[src/rtl/layer_sequencer.sv]
// Chains NUM_LAYERS layer controllers through one-hot start/done handshakes for a batch of images.
// Latency: start -> layer_start[0] two edges; layer_done -> next layer_start two edges; last done -> done two edges.
// Backpressure: none; each layer holds the sequencer in WAIT until its done pulse, and abort wins over everything.
//
// Optional build macro LAYER_WATCHDOG_EN adds a per-layer WAIT watchdog (WDOG_CYCLES) driving timeout.
// Ports: clk/rst_n (async active-low); start, abort, img_count, layer_done in;
//        layer_start, mac_sel, cur_layer, img_idx, busy, done, err, timeout out (all registered).
module layer_sequencer #(
    parameter int unsigned                  NUM_LAYERS  = 8,
    parameter int unsigned                  CNT_W       = 8,
    parameter int unsigned                  SEL_W       = 1,
    parameter logic [NUM_LAYERS*SEL_W-1:0]  SEL_MAP     = 8'b0000_1111,
    parameter int unsigned                  WDOG_CYCLES = 65536
) (
    input  logic                            clk,
    input  logic                            rst_n,
    input  logic                            start,
    input  logic                            abort,
    input  logic [CNT_W-1:0]                img_count,
    input  logic [NUM_LAYERS-1:0]           layer_done,
    output logic [NUM_LAYERS-1:0]           layer_start,
    output logic [SEL_W-1:0]                mac_sel,
    output logic [$clog2(NUM_LAYERS)-1:0]   cur_layer,
    output logic [CNT_W-1:0]                img_idx,
    output logic                            busy,
    output logic                            done,
    output logic                            err,
    output logic                            timeout
);
    localparam int unsigned LW = $clog2(NUM_LAYERS);

    typedef enum logic [1:0] {
        S_IDLE   = 2'd0,
        S_LAUNCH = 2'd1,
        S_WAIT   = 2'd2,
        S_FINISH = 2'd3
    } state_e;

    state_e                 state_q, state_d;
    logic [LW-1:0]          cur_q, cur_d;
    logic [CNT_W-1:0]       img_q, img_d;
    logic [CNT_W-1:0]       cnt_q, cnt_d;
    logic [NUM_LAYERS-1:0]  start_q, start_d;
    logic [SEL_W-1:0]       mac_q, mac_d;
    logic                   busy_q, busy_d;
    logic                   done_q, done_d;
    logic                   err_q, err_d;

    logic [NUM_LAYERS-1:0]  cur_oh;
    logic                   valid_done;
    logic                   spurious;

`ifdef LAYER_WATCHDOG_EN
    localparam int unsigned WW = (WDOG_CYCLES > 1) ? $clog2(WDOG_CYCLES) : 1;
    logic [WW-1:0]          wdog_q, wdog_d;
    logic                   timeout_q, timeout_d;
`endif

    assign cur_oh     = NUM_LAYERS'(1) << cur_q;
    assign valid_done = (state_q == S_WAIT) && layer_done[cur_q];
    // Any done bit that is not the active layer's done while waiting is a protocol error.
    assign spurious   = (state_q == S_WAIT) ? |(layer_done & ~cur_oh) : |layer_done;

    always_ff @(posedge clk or negedge rst_n) begin
        if (!rst_n) state_q <= S_IDLE;
        else        state_q <= state_d;
    end

    always_comb begin
        state_d = state_q;
        cur_d   = cur_q;
        img_d   = img_q;
        cnt_d   = cnt_q;
        start_d = '0;
        mac_d   = mac_q;
        busy_d  = busy_q;
        done_d  = 1'b0;
        err_d   = err_q;
`ifdef LAYER_WATCHDOG_EN
        wdog_d    = wdog_q;
        timeout_d = 1'b0;
`endif
        case (state_q)
            S_IDLE: begin
                if (start && !abort) begin
                    cnt_d   = (img_count == '0) ? CNT_W'(1) : img_count;
                    err_d   = 1'b0;
                    img_d   = '0;
                    cur_d   = '0;
                    busy_d  = 1'b1;
                    state_d = S_LAUNCH;
                end
            end
            S_LAUNCH: begin
                start_d = cur_oh;
                mac_d   = SEL_MAP[cur_q*SEL_W +: SEL_W];
`ifdef LAYER_WATCHDOG_EN
                wdog_d  = '0;
`endif
                state_d = S_WAIT;
            end
            S_WAIT: begin
                if (valid_done) begin
                    if (cur_q != LW'(NUM_LAYERS - 1)) begin
                        cur_d   = cur_q + LW'(1);
                        state_d = S_LAUNCH;
                    end else if (img_q != cnt_q - CNT_W'(1)) begin
                        img_d   = img_q + CNT_W'(1);
                        cur_d   = '0;
                        state_d = S_LAUNCH;
                    end else begin
                        state_d = S_FINISH;
                    end
                end
            end
            default: begin
                done_d  = 1'b1;
                busy_d  = 1'b0;
                mac_d   = '0;
                state_d = S_IDLE;
            end
        endcase

`ifdef LAYER_WATCHDOG_EN
        // Watchdog expiry behaves like an abort but flags the stall.
        if (state_q == S_WAIT && !valid_done && !abort) begin
            if (wdog_q == WW'(WDOG_CYCLES - 1)) begin
                state_d   = S_IDLE;
                busy_d    = 1'b0;
                mac_d     = '0;
                err_d     = 1'b1;
                timeout_d = 1'b1;
            end else begin
                wdog_d = wdog_q + WW'(1);
            end
        end
`endif

        // Abort outranks any done or start seen in the same cycle; layer/image indices are frozen.
        if (abort && state_q != S_IDLE) begin
            state_d = S_IDLE;
            busy_d  = 1'b0;
            mac_d   = '0;
            done_d  = 1'b0;
            start_d = '0;
            cur_d   = cur_q;
            img_d   = img_q;
        end

        if (spurious) err_d = 1'b1;
    end

    always_ff @(posedge clk or negedge rst_n) begin
        if (!rst_n) begin
            cur_q   <= '0;
            img_q   <= '0;
            cnt_q   <= '0;
            start_q <= '0;
            mac_q   <= '0;
            busy_q  <= 1'b0;
            done_q  <= 1'b0;
            err_q   <= 1'b0;
        end else begin
            cur_q   <= cur_d;
            img_q   <= img_d;
            cnt_q   <= cnt_d;
            start_q <= start_d;
            mac_q   <= mac_d;
            busy_q  <= busy_d;
            done_q  <= done_d;
            err_q   <= err_d;
        end
    end

`ifdef LAYER_WATCHDOG_EN
    always_ff @(posedge clk or negedge rst_n) begin
        if (!rst_n) begin
            wdog_q    <= '0;
            timeout_q <= 1'b0;
        end else begin
            wdog_q    <= wdog_d;
            timeout_q <= timeout_d;
        end
    end
    assign timeout = timeout_q;
`else
    assign timeout = 1'b0;
`endif

    assign layer_start = start_q;
    assign mac_sel     = mac_q;
    assign cur_layer   = cur_q;
    assign img_idx     = img_q;
    assign busy        = busy_q;
    assign done        = done_q;
    assign err         = err_q;
endmodule
[config.mk]
export PLATFORM = sky130hd
export DESIGN_NAME = layer_sequencer
export DESIGN_NICKNAME = d
export VERILOG_FILES = /design/src/rtl/layer_sequencer.sv
export SDC_FILE = /design/constraint.sdc
export NUM_CORES = 1
export LEC_CHECK = 0
export ABC_AREA = 1
export CAP_MARGIN = 20
export CORE_UTILIZATION = 30
export CTS_CLUSTER_DIAMETER = 200
export DETAILED_ROUTE_END_ITERATION = 10
export GPL_TIMING_DRIVEN = 0
export SYNTH_ARGS = -nofsm -noshare
export SYNTH_HDL_FRONTEND = slang
export SYNTH_SLANG_ARGS = --single-unit
[constraint.sdc]
create_clock -name clk -period 1.6 [get_ports clk]
set_clock_uncertainty 0.15 [all_clocks]
set_input_delay 0.48 -clock clk [delete_from_list [all_inputs] [get_ports clk]]
set_output_delay 0.48 -clock clk [all_outputs]
set_load 0.005 [all_outputs]
==> results_dict.tcl <==
set metrics [dict create \
    status "finished, violations left" \
    violations "negative setup slack" \
    synth_seq_area_share_pct 38.76 \
    fill_cells 685 \
    area_delta_synth_final_pct 48.44 \
    clk_pin_slew_ns 0.08 \
    die_y_um 86.28 \
    cts_root_buf "clkbuf_8" \
    synthDistinctLibCells 30 \
    start_util_pct 31.19 \
    worst-setup-path-type "reg2reg" \
    arrival_ns 1.91 \
    muxShareOfSynthArea_pct 0 \
    overflow 0 \
    max-cap-violations 0 \
    critPathBufInv 2 \
    period_share_pct 114.6 \
    post_drt_wl_per_cell_um 12.55 \
    critical-path-max-stage-delay_ns 0.36 \
    synth_top_area_cell "dfrtp_1" \
    rr_worst_depth 12 \
    syn_inst 290 \
    reg2reg_slack_ns -0.23 \
    design.core.area_um2 6832 \
    synth-xor-area-share_pct 4.874 \
    dp_worst_setup_slack_ns -0.5904 \
    vias_per_cell 4.652 \
    cp.required_ns 1.68 \
    period_minus_slack_ns 1.834 \
    synth_area_um2 2131 \
    fin_setup_tns_ns -2.785 \
    grt_use_met2_pct 27.34 \
    p_total_mw 4.426 \
    synth-compound-area-share_pct 4.521 \
    place.gp.congestion 0.8638 \
    use_met3_pct 3.143 \
    slew-limit-headroom_pct 49.04 \
    critPathTopFamily "simple AND/OR/NAND/NOR gates" \
    antenna_cells 0 \
    grt_use_met1_pct 21.04 \
    cts_max_path_buffers 2 \
    drc 0 \
    powerDensity_nw_per_um2 1399 \
    die-area_um2 7443 \
    leakage_nw 1.607 \
    setup_slack_ns -0.2339 \
    vias 2177 \
    track_usage_pct 16.37 \
    synth_area_leaders "dfrtp_1 (39%), nand2_1 (18%), ha_1 (7.0%)" \
    setup_violations 14 \
    peakVddDrop_uv 628.2 \
    drtIter0Drc 129 \
    io_pins 44 \
    yosysWarnings 0 \
    top_usage_layer "met2" \
    synthAdderAreaFrac_pct 7.046 \
    crit_path_frequent_cell "nand2_1" \
    grt_pass1_wl_um 9480 \
    ant_nets 0 \
    die_w_um 86.28 \
    tightest_slew_ns 0.7644 \
    fmax_mhz 545.3 \
    nets 403 \
    wirelength_um 5872 \
    portBuffers 42 \
    ctsHtreeMaxLevel 2 \
    crit_cells 12 \
    end_kind "flop" \
    dpl.hpwl_um 3903 \
    grt_max_degree 34 \
    cts_tree "yes" \
    synth_top_area_share_pct 38.76 \
    synth_top_family_by_area "simple AND/OR/NAND/NOR gates" \
    slowest_stage "dfrtp_1" \
    critPathLaunchType "flop" \
    hold_violations 0 \
    fp-row-count 30 \
    numCtsBuffers 5 \
    synth_seq_cells 33 \
    slew_viol_final 0 \
    rsz0062_at_grt "yes" \
    worstSkewPairLatency_ns 0.29 \
    firstDrtPassIters 4 \
    crit_chain "inv_2 -> ha_4 -> inv_2 -> nand2_1 -> nand3_1 -> nor2_1 -> nand3_1 -> nor2_4 -> nand3_4 -> nand3_4 -> nand2_1 -> nand2_1" \
    hold_path_class "in2async" \
    drive_gt1_share_pct 28.23 \
    cts.sinks 33 \
    worstPathMaxFanout 8 \
    antenna_found_initial 0 \
    post-route-util_pct 46.30 \
    grt_pass1_vias 2061 \
    syn_nets 322 \
    synth-simple-area-share_pct 37.64 \
    syn_avg_cell_area_um2 7.348 \
]
worst paths after layout:
path | startpoint | end
worst max-delay path | cnt_q[1] | img_idx[3]
worst min-delay path | rst_n | layer_start[3]
worst max register to register | cnt_q[1] | img_idx[3]
worst min register to register | cnt_q[7] | cnt_q[7]
max in group asynchronous | rst_n | cnt_q[0]
min in group clk | cnt_q[7] | cnt_q[7]
synth_stat cells, drive strengths merged:
library cell  instances
nand2               106
nor2                 35
dfrtp                33
inv                  30
nand3                23
ha                   12
nand4                10
o21ai                10
xor2                  6
xnor2                 5
buf                   4
nor4                  4
a21oi                 3
o2111ai               2
clkbuf                1
clkinv                1
conb                  1
nand3b                1
o211ai                1
o22ai                 1
or2                   1
state kept, by name, summed over array words and instances, names as in the netlist:
signal	flops
busy	1
cnt_q	8
cur_layer	3
done	1
err	1
img_idx	8
layer_start	8
mac_sel	1
state_q	2
kinds of logic after synthesis:
kind of cell | count (synthesis)
buf+inv | 36
xor+xnor | 11
simple gates | 180
compound gates | 17
fa+ha+maj | 12
flops | 33
other cells | 1
per-layer routing:
layer  up-vias  routed length, um
met5         -                  0
li1       1083                  -
met3         9                277
met1      1037               2669
met4         0                 73
met2        48               2851
layout by cell type (no fill, tap or decap), drive strengths merged, types with 4 or more instances in the layout:
| master | Yosys | layout |
|---|---|---|
| clkdlybuf4s15 | 0 | 6 |
| clkdlybuf4s50 | 0 | 12 |
| inv | 30 | 30 |
| nor2 | 35 | 35 |
| ha | 12 | 12 |
| dlymetal6s2s | 0 | 6 |
| dfrtp | 33 | 33 |
| o21ai | 10 | 10 |
| nand3 | 23 | 24 |
| nand4 | 10 | 10 |
| dlygate4sd2 | 0 | 12 |
| clkbuf | 1 | 8 |
| nand2 | 106 | 106 |
| buf | 4 | 39 |
| xor2 | 6 | 6 |
| nor4 | 4 | 4 |
| xnor2 | 5 | 5 |
final cells by class:
cell class | count | area (um2) | area share [%]
Sequential cell | 33 | 837.1 | 26.46
Buffer | 5 | 46.29 | 1.464
Inverter | 31 | 130.1 | 4.114
Timing Repair Buffer | 73 | 644.4 | 20.37
Tap cell | 96 | 120.1 | 3.797
Clock inverter | 3 | 17.52 | 0.5538
Multi-Input combinational cell | 222 | 1299 | 41.06
Clock buffer | 5 | 68.82 | 2.176
through the flow:
| step | hold WS, ns | instance area, um2 | cells |
|---|---|---|---|
| final | 0.1024 | 3163 | 468 |
| after global routing | 0.1797 | 3163 | 468 |
| after CTS | 0.1392 | 3000 | 460 |
| after detailed placement | 0.3512 | 2679 | 428 |
| after global placement | 0.3482 | 2684 | 428 |
| after floorplan | 0.03441 | 2143 | 290 |
what timing repair did:
item                                    4_1_cts  5_1_grt
endpoints found under the setup margin       54       39
setup buffers                                23        8
gates cloned                                  1        0
resized for setup                            64       42
pin swaps                                     8       11
hold buffers                                  0        0
where the power goes:
| group | total, mW | internal [mW] | switching [mW] |
|---|---|---|---|
| Clock | 0.630 | 0.300 | 0.330 |
| Sequential | 1.25 | 1.04 | 0.211 |
| Combinational | 2.55 | 1.12 | 1.43 |
No activity file was read; power rests on OpenSTA's default activity.
